File: config.mk
export PLATFORM = sky130hd
export DESIGN_NAME = alu_op_sequencer
export DESIGN_NICKNAME = d
export VERILOG_FILES = /design/src/rtl/alu_pkg.sv /design/src/rtl/alu_op_sequencer_decode.sv /design/src/rtl/alu_op_sequencer.sv
export SDC_FILE = /design/constraint.sdc
export NUM_CORES = 1
export LEC_CHECK = 0
export BUFFER_PORTS_ARGS = -buffer_cell sky130_fd_sc_hd__buf_4
export CORE_MARGIN = 5
export CORE_UTILIZATION = 47
export CTS_BUF_LIST = sky130_fd_sc_hd__clkbuf_16
export DETAILED_ROUTE_END_ITERATION = 8
export GPL_TIMING_DRIVEN = 1
export HOLD_SLACK_MARGIN = 0.03
export PLACE_DENSITY = 0.75
export SLEW_MARGIN = 20
export SYNTH_ARGS = -nofsm -noshare
export SYNTH_HDL_FRONTEND = slang
export SYNTH_HIERARCHICAL = 1
export SYNTH_SLANG_ARGS = --single-unit
export TNS_END_PERCENT = 100
File: constraint.sdc
create_clock -name clk -period 1.75 [get_ports clk]
set_clock_uncertainty 0.1 [all_clocks]
set_input_delay 0.0875 -clock clk [delete_from_list [all_inputs] [get_ports clk]]
set_output_delay 0.0875 -clock clk [all_outputs]
set_load 0.005 [all_outputs]
File: src/rtl/alu_pkg.sv
// Shared types for the ALU op sequencer: operation codes, aluop classes, FSM states.
package alu_pkg;

    typedef enum logic [4:0] {
        OP_AND    = 5'b00000,
        OP_OR     = 5'b00001,
        OP_ADD    = 5'b00010,
        OP_EQ     = 5'b00011,
        OP_SLL    = 5'b00100,
        OP_SRL    = 5'b00101,
        OP_SRA    = 5'b00111,
        OP_XOR    = 5'b01000,
        OP_SUB    = 5'b01010,
        OP_GE     = 5'b01100,
        OP_GEU    = 5'b01101,
        OP_SLT    = 5'b01110,
        OP_SLTU   = 5'b01111,
        OP_MUL    = 5'b10000,
        OP_MULH   = 5'b10001,
        OP_MULHSU = 5'b10010,
        OP_MULHU  = 5'b10011,
        OP_DIV    = 5'b10100,
        OP_DIVU   = 5'b10101,
        OP_REM    = 5'b10110,
        OP_REMU   = 5'b10111
    } alu_op_t;

    // Upstream aluop_i classes
    localparam logic [1:0] CLS_ADD    = 2'b00;
    localparam logic [1:0] CLS_BRANCH = 2'b01;
    localparam logic [1:0] CLS_ARITH  = 2'b10;
    localparam logic [1:0] CLS_RSVD   = 2'b11;

    // func7 value that selects the RV32M group
    localparam logic [6:0] FUNC7_MULDIV = 7'b0000001;

    // DONE is not a separate state: it is IDLE with valid_o held.
    typedef enum logic {
        IDLE = 1'b0,
        WAIT = 1'b1
    } seq_state_t;

endpackage

File: src/rtl/alu_op_sequencer_decode.sv
// Pure combinational decode of aluop/func3/func7 into an ALU op code.
module alu_op_decode
    import alu_pkg::*;
#(
    parameter bit ENABLE_M = 1'b1
) (
    input  logic       is_immediate,
    input  logic [1:0] aluop,
    input  logic [2:0] func3,
    input  logic [6:0] func7,
    output logic [4:0] code,
    output logic       illegal,
    output logic       is_m
);

    // Decode: ADD/legal/non-M is the default, each class overrides.
    always_comb begin
        code    = OP_ADD;
        illegal = 1'b0;
        is_m    = 1'b0;
        case (aluop)
            CLS_ADD: code = OP_ADD;
            CLS_BRANCH: begin
                case (func3)
                    3'b000:  code = OP_SUB;
                    3'b001:  code = OP_EQ;
                    3'b100:  code = OP_GE;
                    3'b101:  code = OP_SLT;
                    3'b110:  code = OP_GEU;
                    3'b111:  code = OP_SLTU;
                    default: begin
                        code    = OP_SUB;
                        illegal = 1'b1;
                    end
                endcase
            end
            CLS_ARITH: begin
                if (!is_immediate && func7 == FUNC7_MULDIV) begin
                    if (ENABLE_M) begin
                        code = {2'b10, func3};
                        is_m = 1'b1;
                    end else begin
                        code    = OP_ADD;
                        illegal = 1'b1;
                    end
                end else begin
                    case (func3)
                        3'b000:  code = (!is_immediate && func7[5]) ? OP_SUB : OP_ADD;
                        3'b001:  code = OP_SLL;
                        3'b010:  code = OP_SLT;
                        3'b011:  code = OP_SLTU;
                        3'b100:  code = OP_XOR;
                        3'b101:  code = func7[5] ? OP_SRA : OP_SRL;
                        3'b110:  code = OP_OR;
                        default: code = OP_AND;
                    endcase
                end
            end
            default: begin
                code    = OP_ADD;
                illegal = 1'b1;
            end
        endcase
    end

endmodule

File: src/rtl/alu_op_sequencer.sv
// Registered decode->execute stage; multi-cycle M ops are held in WAIT for
// their latency while upstream is stalled, then presented like any other op.
module alu_op_sequencer
    import alu_pkg::*;
#(
    parameter bit ENABLE_M    = 1'b1,
    parameter int MUL_LATENCY = 2,
    parameter int DIV_LATENCY = 33,
    parameter int CNT_W       = 6
) (
    input  logic       clk,
    input  logic       rst_n,
    input  logic       valid_i,
    output logic       ready_o,
    input  logic       is_immediate_i,
    input  logic [1:0] aluop_i,
    input  logic [2:0] func3_i,
    input  logic [6:0] func7_i,
    input  logic       flush_i,
    output logic       valid_o,
    input  logic       ready_i,
    output logic [4:0] aluop_o,
    output logic       illegal_o,
    output logic       mdu_start_o,
    output logic       mdu_kill_o,
    output logic       busy_o
);

    seq_state_t       state_q, state_d;
    logic [CNT_W-1:0] cnt_q, cnt_d;
    logic             valid_d, illegal_d, start_d, kill_d, busy_d;
    logic [4:0]       aluop_d;

    logic [4:0]       dec_code;
    logic             dec_illegal, dec_is_m;

    alu_op_decode #(.ENABLE_M(ENABLE_M)) u_decode (
        .is_immediate (is_immediate_i),
        .aluop        (aluop_i),
        .func3        (func3_i),
        .func7        (func7_i),
        .code         (dec_code),
        .illegal      (dec_illegal),
        .is_m         (dec_is_m)
    );

    // Next-state and handshake logic; flush overrides everything.
    always_comb begin
        state_d   = state_q;
        cnt_d     = cnt_q;
        valid_d   = valid_o;
        aluop_d   = aluop_o;
        illegal_d = illegal_o;
        busy_d    = busy_o;
        start_d   = 1'b0;
        kill_d    = 1'b0;
        ready_o   = 1'b0;
        if (flush_i) begin
            state_d = IDLE;
            cnt_d   = '0;
            valid_d = 1'b0;
            busy_d  = 1'b0;
            kill_d  = (state_q == WAIT);
        end else begin
            case (state_q)
                IDLE: begin
                    ready_o = !valid_o || ready_i;
                    if (valid_o && ready_i)
                        valid_d = 1'b0;
                    if (valid_i && ready_o) begin
                        aluop_d   = dec_code;
                        illegal_d = dec_illegal;
                        if (dec_is_m) begin
                            start_d = 1'b1;
                            busy_d  = 1'b1;
                            cnt_d   = func3_i[2] ? CNT_W'(DIV_LATENCY) : CNT_W'(MUL_LATENCY);
                            state_d = WAIT;
                        end else begin
                            valid_d = 1'b1;
                        end
                    end
                end
                default: begin
                    // Result becomes visible the cycle after the counter hits 1
                    if (cnt_q <= CNT_W'(1)) begin
                        state_d = IDLE;
                        cnt_d   = '0;
                        valid_d = 1'b1;
                        busy_d  = 1'b0;
                    end else begin
                        cnt_d = cnt_q - CNT_W'(1);
                    end
                end
            endcase
        end
    end

    // State, counter and output registers.
    always_ff @(posedge clk or negedge rst_n) begin
        if (!rst_n) begin
            state_q     <= IDLE;
            cnt_q       <= '0;
            valid_o     <= 1'b0;
            aluop_o     <= OP_ADD;
            illegal_o   <= 1'b0;
            mdu_start_o <= 1'b0;
            mdu_kill_o  <= 1'b0;
            busy_o      <= 1'b0;
        end else begin
            state_q     <= state_d;
            cnt_q       <= cnt_d;
            valid_o     <= valid_d;
            aluop_o     <= aluop_d;
            illegal_o   <= illegal_d;
            mdu_start_o <= start_d;
            mdu_kill_o  <= kill_d;
            busy_o      <= busy_d;
        end
    end

endmodule

---- Word level (Yosys, flattened, before mapping) ----
Cells that the tools add are included.
storage, ports and cells
  register bits ........................... 17
  input port bits ......................... 18
operators by class
  add/sub/neg operators ................... 1
  $lt $le $gt $ge ......................... 1
  equality and inequality tests ........... 11
  mux-type cells .......................... 37
  bitwise gates (word level) .............. 2
  reductions and logical operators ........ 16
operators by type and width
  operator             number
  $mux 6               6
  $pmux 5 s7           1
  $mux 1               24
  $pmux 4 s5           1
  $eq 3x3->1 const B   4
  $pmux 5 s2           1
  $eq 7x1->1 const B   1
  $eq 3x2->1 const B   2
  $le 6x1->1 const B   1
  $reduce_and 3->1     2
  $reduce_bool 3->1    2
  $reduce_or 6->1      1
  $sub 6x1->6 const B  1
  $mux 5               1
  $logic_and 1x1->1    4
  $mux 4               1
  $eq 3x1->1 const B   1
  $logic_not 3->1      1
  $ne 3x2->1 const B   1
  $eq 2x1->1 const B   1
  $eq 2x2->1 const B   1
  $logic_not 1->1      2
  $logic_not 2->1      1
  $mux 2               1
  other kinds (5)      6

---- Longest topological paths before layout ----
Gate-level depths: netlist of run 1.
  depth in word-level cells ............... 8
  gate-level depth with buffers ........... 7

---- Modules after synthesis ----
Netlist of run 1, hierarchy kept.
modules (own cells, without submodules)
  module            instances  cells an instance  area each (um^2)  sequential area each (um^2)
  alu_op_sequencer  1          77                 862.1             426.7
  alu_op_decode     1          40                 270.3             0.0

---- Worst setup path before layout of run 1 ----
OpenSTA, ideal clock, no wires.
  kind .................................... register -> register
  start ................................... reg cnt_q[0]
  end ..................................... reg cnt_q[5]
  library setup time ...................... 94 ps
  arrival ................................. 1685 ps
  required time ........................... 1556 ps
  setup slack ............................. -129 ps
  cell stages (with the launch flop) ...... 6
  path buffers ............................ 0
  cells stage by stage .................... dfrtp_1 inv_1 ha_1 or3_2 o41a_1 a221oi_2
on the way
  cells in the longest elaborated chain, start to end .. 4
  elaborated cells on any way between the ends .. 5
  classes of those cells .................. 1 x add/sub; 1 x order compare; 3 x mux
RTL lines
  what                                       RTL line                                        source
  from (decl)                                alu_op_sequencer.sv:30                          logic [CNT_W-1:0] cnt_q, cnt_d;
  from (signal assigned)                     alu_op_sequencer.sv:111                         cnt_q <= cnt_d;
  $sub 6x1->6 or $le 6x1->1 (tied branches)  alu_op_sequencer.sv:91, alu_op_sequencer.sv:85
  $mux 6 (*)                                 alu_op_sequencer.sv:85                          if (cnt_q <= CNT_W'(1)) begin
  $mux 6 (*)                                 alu_op_sequencer.sv:65                          case (state_q)
  $mux 6 (*)                                 alu_op_sequencer.sv:58                          if (flush_i) begin
Every way passes the cells marked *; elsewhere a longest branch is shown, timed or not.
A chain may end at the register's enable or synchronous reset.

---- Worst setup path after layout of run 1 ----
Same ends and word-level chain as after synthesis.

==> results of run 1 <==
==> layer usage <==
| metal | vias to the layer above | wire length (µm) | global-route usage (%) |
|---|---|---|---|
| met5 | - | 0 | 0 |
| met4 | 0 | 29 | 1.94 |
| met3 | 5 | 156 | 4.14 |
| met2 | 36 | 1330 | 29.7 |
| met1 | 505 | 1290 | 24.6 |
| li1 | 518 | - | - |
==> logic make-up after synthesis <==
logic type,Yosys count,share of synthesized area (%)
xor gates and xnor gates,2,1.55
and+or+nand+nor,30,15.5
buffers and inverters,18,7.07
adders and majority gates,5,5.52
muxes,9,8.62
DFF,17,37.7
AOI/OAI and AO/OA,36,24.1
==> synthesized netlist by cell type, types with 2 or more instances <==
cell type	n
sky130_fd_sc_hd__nor2_1	9
sky130_fd_sc_hd__mux2_2	6
sky130_fd_sc_hd__o21ai_0	4
sky130_fd_sc_hd__o2bb2ai_1	2
sky130_fd_sc_hd__o311a_1	2
sky130_fd_sc_hd__o22ai_1	2
sky130_fd_sc_hd__a21oi_1	5
sky130_fd_sc_hd__o2111ai_1	2
sky130_fd_sc_hd__xnor2_1	2
sky130_fd_sc_hd__nor2b_1	2
sky130_fd_sc_hd__nor3_1	3
sky130_fd_sc_hd__dfrtp_1	16
sky130_fd_sc_hd__mux2i_1	3
sky130_fd_sc_hd__nand2_1	5
sky130_fd_sc_hd__ha_1	5
sky130_fd_sc_hd__clkbuf_1	2
sky130_fd_sc_hd__inv_1	13
sky130_fd_sc_hd__o211ai_1	5
==> worst paths after layout <==
kind | end | from | slack [ps]
max | cnt_q[5]$_DFFE_PN0P_ | cnt_q[0]$_DFFE_PN0P_ | -30
min | cnt_q[0]$_DFFE_PN0P_ | func3_i[2] | 110
max reg2reg | cnt_q[5]$_DFFE_PN0P_ | cnt_q[0]$_DFFE_PN0P_ | -30
min reg2reg | aluop_o[0]$_DFFE_PN0P_ | aluop_o[0]$_DFFE_PN0P_ | 410
max in group asynchronous | aluop_o[1]$_DFFE_PN1P_ | rst_n | 1160
min in group asynchronous | cnt_q[5]$_DFFE_PN0P_ | rst_n | 140
==> cells in the final DEF, fill, tap and decap left out, drive strengths merged, types with 2 or more instances in the layout <==
cell	instances
buf	43
o22ai	2
mux2	6
or3	2
o2111ai	2
o2bb2ai	2
o211ai	5
nand2b	2
o21ai	5
o311a	2
a21oi	5
ha	5
nand2	6
nor3	3
clkbuf	3
dfrtp	16
nor2	9
dlygate4sd3	2
xnor2	2
mux2i	3
inv	13
nor2b	2
==> sequential cells by signal, indices dropped and copies added (netlist names) <==
name and cells:
cnt_q 6, aluop_o 5, busy_o 1, illegal_o 1, mdu_kill_o 1, mdu_start_o 1, state_q 1, valid_o 1
==> power breakdown <==
group          switching, µW  internal [µW]
combinational            107            133
clock                    154            306
sequential              15.5            422
==> worst register-to-register path, stage by stage, from the launching register on <==
cell and delay (ps):
sky130_fd_sc_hd__dfrtp_1 420, sky130_fd_sc_hd__ha_2 200, sky130_fd_sc_hd__or3_4 370, sky130_fd_sc_hd__o41a_1 380, sky130_fd_sc_hd__a221oi_2 210
==> through the flow <==
step | util, % | total power [µW] | instances | setup WS, ps
global route | 69.5 | 1190 | 189 | -92.7
CTS | 69.2 | 1140 | 188 | -2.84
global placement | 64.7 | 667 | 182 | 11.0
detailed placement | 64.7 | 675 | 182 | -29.1
floorplan | - | 555 | 117 | 4.67
finish | 69.5 | 1140 | 189 | -26.8
==> cell type report <==
type                    count  area (µm²)
multi-input cells          82         634
fillers                   189         687
repair buffers             45         343
clock buffers               3        75.1
inverters                  13        48.8
flip-flops and latches     17         427
well taps                  28        35.0
clock inverters             1        5.00
==> timing repair <==
item,in CTS,in global routing
setup endpoints to repair,1,3
hold endpoints to repair,18,0
resized for setup,2,2
cloned,0,0
hold buffers,2,0
buffers inserted,0,1
pin swaps,1,0
==> summary.md, run 1 <==
| Metric | Value |
|---|---|
| Outcome | complete, but fails checks |
| Violations in the final reports | negative setup slack |
| Clock slew seen by the registers of the worst setup and hold paths | 50 ps |
| Clock period minus worst slack | 1780 ps |
| Arrival time worst endpoint | 1840 ps |
| Number of vias after detailed routing | 1064 |
| Total of flip-flops plus latches after synthesis | 17 |
| Starting density of the core | 50.2% |
| Fin crit share | 102% |
| Area of the die | 3490 µm² |
| Hold Crit Class | input pin to flip-flop |
| Highest cell delay on the worst timing path | 420 ps |
| Netlist area before placement | 1130 µm² |
| DRT Pass-1 Iters | 4 |
| DR WL/cell | 14.8 µm |
| Number of placement rows | 17 |
| Number of enable-type register cells in the synthesized netlist | 0 |
| Final setup violation count | 1 |
| Worst path required time | 1810 ps |
| Aggregate negative setup slack | -26.8 ps |
| Top fanout value on the critical path | 4 |
| Final Hold Violating Endpoints | 0 |
| Number of library cell types mapped by synthesis | 47 |
| Via count of the first global-routing pass | 1085 |
| Root Buffer | sky130_fd_sc_hd__clkbuf_16 |
| Synth area leaders | sky130_fd_sc_hd__dfrtp_1 (35%), sky130_fd_sc_hd__mux2_2 (6.0%), sky130_fd_sc_hd__ha_1 (5.5%) |
| Sinks on the clock net | 17 |
| Maximum operating frequency | 563 MHz |
| Deepest clock path buffer count | 2 |
| Slew at the pin closest to its max-slew limit | 443 ps |
| Syn_area_per_cell | 9.68 µm² |
| Level count of the clock H-tree | 1 |
| Cell type of the slowest stage on the worst timing path | sky130_fd_sc_hd__dfrtp_1 |
| Cell breakdown of the critical path | ha_2, or3_4, o41a_1, a221oi_2 |
| Post-route design area | 1570 µm² |
| CP Depth | 4 |
| Peak ir drop on the vdd network | 0.000617 V |
| Iter 0 DRT Violations | 21 |
| Number of clock buffers inserted by TritonCTS | 3 |
| Type of destination of the critical path | flip-flop |
| Total congestion overflow | 0 |
| Area share of the largest cell type after synthesis | 35.4% |
| Residual antenna-violating net count after detailed routing | 0 |
| Count of buffer and inverter cells on the critical path | 0 |
| DRC violations left | 0 |
| WHS Path Cells | 3 |
| Fraction of final layout cells with drive strength greater than 1 | 40.4% |
| Net count after synthesis | 140 |
| GRT Util Overall | 18.0% |
| Nets | 185 |
| Leak Pwr | 0.000767 µW |
| Power density cells | 726 nW/µm² |
| Width of the die | 59.1 µm |
| Vertical extent of the die | 59.1 µm |
| Gate Count Post-Synth | 117 |
| RSZ-0062 raised after global routing | yes |
| Inserted Diodes | 0 |
| # port buffers | 28 |
| Total half-perimeter wirelength after legalization and detailed placement | 2140 µm |
| Final WS setup | -26.8 ps |
| Global-route wire length before repair | 4910 µm |
| Count of pins on the block boundary | 29 |
| Max-slew violation count | 0 |
| Ys flop type | sky130_fd_sc_hd__dfrtp_1 |
| Routed Wire Length | 2810 µm |
| Critical path's top delay family | compound AO/OA/AOI/OAI gates |
| Sequential fraction of the synthesis area | 37.7% |
| Antenna violations before repair | 0 |
| Worst hold slack after final layout | 107 ps |
| Startpoint class of the critical path | flip-flop |
| Fraction of registers with async set or reset after synthesis | 100% |
| Worst slew margin relative to its limit | 70.1% |
| Cell area reported after detailed placement | 1460 µm² |
| Area of the core region | 2250 µm² |
| Insertion delay of the later-clocked pin in the worst-skew pair | 250 ps |
| Yosys warnings | 6 |
| Number of max-cap violations | 0 |
| Via density per instance | 5.63 |
| Count of cells along the worst register-to-register path | 4 |
| Maximum number of pins on one net before global-route repair | 18 |
| Weighted congestion reported at the end of routability-driven placement | 0.892 |
| CTS tree | done |
| CP Class | flip-flop to flip-flop |
| P&R area growth vs syn | 38.5% |
| Cell taking the most area after synthesis | sky130_fd_sc_hd__dfrtp_1 |
Power figures use the tool's default switching activity.
==> inputs of run 2 (changes only) <==
Settings changed: CORE_UTILIZATION 47 to 45, PLACE_DENSITY 0.75 to 0.72.
==> summary.md, run 2 (same netlist as run 1, synthesis figures left out) <==
| Metric | Value |
|---|---|
| Outcome | finished clean |
| Met1 track demand over resource in global routing | 24.4% (-0.20 points) |
| Nets | 186 (+0.54%) |
| Final Hold Violating Endpoints | 0 (unchanged) |
| Insertion delay of the later-clocked pin in the worst-skew pair | 250 ps (about the same) |
| Top library cells by usage in the layout, fill and taps aside | sky130_fd_sc_hd__buf_4 (44), sky130_fd_sc_hd__dfrtp_1 (16), sky130_fd_sc_hd__inv_1 (12) |
| Total power of the final layout | 1140 µW (+0.48%) |
| Number of clock buffers inserted by TritonCTS | 3 (unchanged) |
| Top fanout value on the critical path | 3 (-1) |
| Via count of the first global-routing pass | 1093 (+0.74%) |
| Number of vias after detailed routing | 1063 (-0.094%) |
| Number of max-cap violations | 0 (unchanged) |
| Total congestion overflow | 0 (unchanged) |
| Grt met2 use | 29.8% (+0.13 points) |
| Final setup violation count | 0 (-1) |
| Slew at the pin closest to its max-slew limit | 350 ps (-93.7 ps) |
| Starting density of the core | 46.6% (-3.7 points) |
| Count of pins on the block boundary | 29 (unchanged) |
| WHS Path Cells | 3 (unchanged) |
| Global-route wire length before repair | 5020 µm (+2.1%) |
| Deepest clock path buffer count | 2 (unchanged) |
| Via density per instance | 5.54 (-1.7%) |
| Fraction of final layout cells with drive strength greater than 1 | 40.7% (+0.37 points) |
| Arrival time worst endpoint | 1790 ps (-50 ps) |
| Hold Path Origin | func3_i[2] |
| P&R area growth vs syn | 39.6% |
| Final Util | 65.0% (-4.6 points) |
| Top flop regs | cnt_q x6, aluop_o x5 |
| Reg2Reg Setup Slack | 20 ps (+50 ps) |
| # port buffers | 28 (unchanged) |
| Top Usage Layer GRT | met2 |
| Type of destination of the critical path | flip-flop |
| Antenna violations before repair | 0 (unchanged) |
| DRT Pass-1 Iters | 4 (unchanged) |
| Startpoint of the lowest-slack register-to-register path | cnt_q[0]$_DFFE_PN0P_ |
| Post-Place Setup Slack | -22.6 ps (+6.48 ps) |
| Width of the die | 60.2 µm (+1.8%) |
| RSZ-0062 raised after global routing | yes |
| Peak ir drop on the vdd network | 0.000473 V (-23%) |
| Aggregate negative setup slack | 0 ps (+26.8 ps) |
| Global-route met3 utilization | 4.97% (+0.83 points) |
| Clock slew seen by the registers of the worst setup and hold paths | 50 ps (about the same) |
| Number of placement rows | 18 (+1) |
| Maximum operating frequency | 579 MHz (+2.9%) |
| Maximum number of pins on one net before global-route repair | 18 (unchanged) |
| Storage element area | 427 µm² (unchanged) |
| GRT Util Overall | 18.5% (+0.55 points) |
| DRC violations left | 0 (unchanged) |
| Root Buffer | sky130_fd_sc_hd__clkbuf_16 |
| Sinks on the clock net | 17 (unchanged) |
| Most frequent standard cell in the layout excluding fill and tap cells | sky130_fd_sc_hd__buf_4 |
| Reg2Reg Capture Point | cnt_q[5]$_DFFE_PN0P_ |
| Area of the die | 3620 µm² (+3.7%) |
| Power density cells | 723 nW/µm² (-0.32%) |
| CP Class | flip-flop to flip-flop |
| DR WL/cell | 14.6 µm (-1.6%) |
| Worst slew margin relative to its limit | 76.4% (+6.3 points) |
| Final WS setup | 23.1 ps (+49.9 ps) |
| Routed Wire Length | 2800 µm (about the same) |
| Hold Crit Class | input pin to flip-flop |
| Vertical extent of the die | 60.2 µm (+1.8%) |
| Total half-perimeter wirelength after legalization and detailed placement | 2130 µm (-0.68%) |
| Multi-input combinational cell area | 637 µm² (+0.39%) |
| Inserted Diodes | 0 (unchanged) |
| Number of flip-flops under the largest register name | 6 (unchanged) |
| Max-slew violation count | 0 (unchanged) |
| Worst Hold Endpoint | cnt_q[0]$_DFFE_PN0P_ |
| Fin crit share | 98.7% (-2.9 points) |
| Register bank with the most flops | cnt_q |
| Worst path required time | 1810 ps (about the same) |
| Startpoint class of the critical path | flip-flop |
| Leak Pwr | 0.000771 µW (+0.59%) |
| Filler Cells Inserted | 200 (+5.8%) |
| Clock period minus worst slack | 1730 ps (-49.9 ps) |
| Weighted congestion reported at the end of routability-driven placement | 0.873 (-2.1%) |
| Residual antenna-violating net count after detailed routing | 0 (unchanged) |
| CTS tree | done |
| Level count of the clock H-tree | 1 (unchanged) |
| Count of cells along the worst register-to-register path | 4 (unchanged) |
| Area of the core region | 2430 µm² (+7.9%) |
| Iter 0 DRT Violations | 25 (+19%) |
## run 2: changes by cell type in the layout (fill, tap and decap cells not counted), sizes merged
cell	before	now
buf	43	44
## run 2: metrics by stage
stage / instances / hold slack (ps) / area (µm²)
finish: 192 / 105 / 1580
detailed placement: 184 / -133 / 1460
global route: 192 / 118 / 1580
CTS: 192 / 101 / 1580
floorplan: 117 / -308 / 1140
global placement: 184 / -137 / 1460
## run 2: timing repair
item | CTS | global route
endpoints found under the setup margin | 1 | 8
hold endpoints to repair | 18 | 0
setup buffers | 2 | 0
resized for setup | 1 | 2
hold buffers | 2 | 0
## run 2: final cells by class
type	instances	area share (%)
multi-input combinational	82	40.3
sequential	17	27.0
timing repair buffer	46	22.2
clock buffer	3	4.75
inverter	13	3.09
tap	30	2.38
clock inverter	1	0.317
## run 2: worst max-delay path by stage
stage	to	cells past startpoint	start	slack [ps]
6_report	cnt_q[5]$_DFFE_PN0P_	4	cnt_q[0]$_DFFE_PN0P_	20
5_1_grt	cnt_q[5]$_DFFE_PN0P_	5	cnt_q[1]$_DFFE_PN0P_	-100
4_1_cts	aluop_o[2]$_DFFE_PN0P_	4	valid_o$_DFFE_PN0P_	10
3_5_place_dp	cnt_q[5]$_DFFE_PN0P_	4	cnt_q[0]$_DFFE_PN0P_	-20
3_3_place_gp	cnt_q[5]$_DFFE_PN0P_	4	cnt_q[0]$_DFFE_PN0P_	20
2_1_floorplan	cnt_q[5]$_DFFE_PN0P_	4	cnt_q[0]$_DFFE_PN0P_	5
## run 2: per-layer routing
| metal | up-vias | routed length, µm | part of all wire (%) |
|---|---|---|---|
| li1 | 520 | - | - |
| met1 | 518 | 1270 | 45 |
| met2 | 25 | 1380 | 49 |
| met3 | 0 | 156 | 5.6 |
| met4 | 0 | 0 | 0 |
| met5 | - | 0 | 0 |
## run 2: report_power, final
part / switching, µW / internal, µW
registers: 15.1 / 422
clock network: 159 / 306
logic: 106 / 135
total: 280 / 863
## run 2: critical path: stages, from the launching register on
cell,delay [ps]
sky130_fd_sc_hd__dfrtp_1,390
sky130_fd_sc_hd__ha_2,190
sky130_fd_sc_hd__or3_4,370
sky130_fd_sc_hd__o41a_1,380
sky130_fd_sc_hd__a221oi_2,210
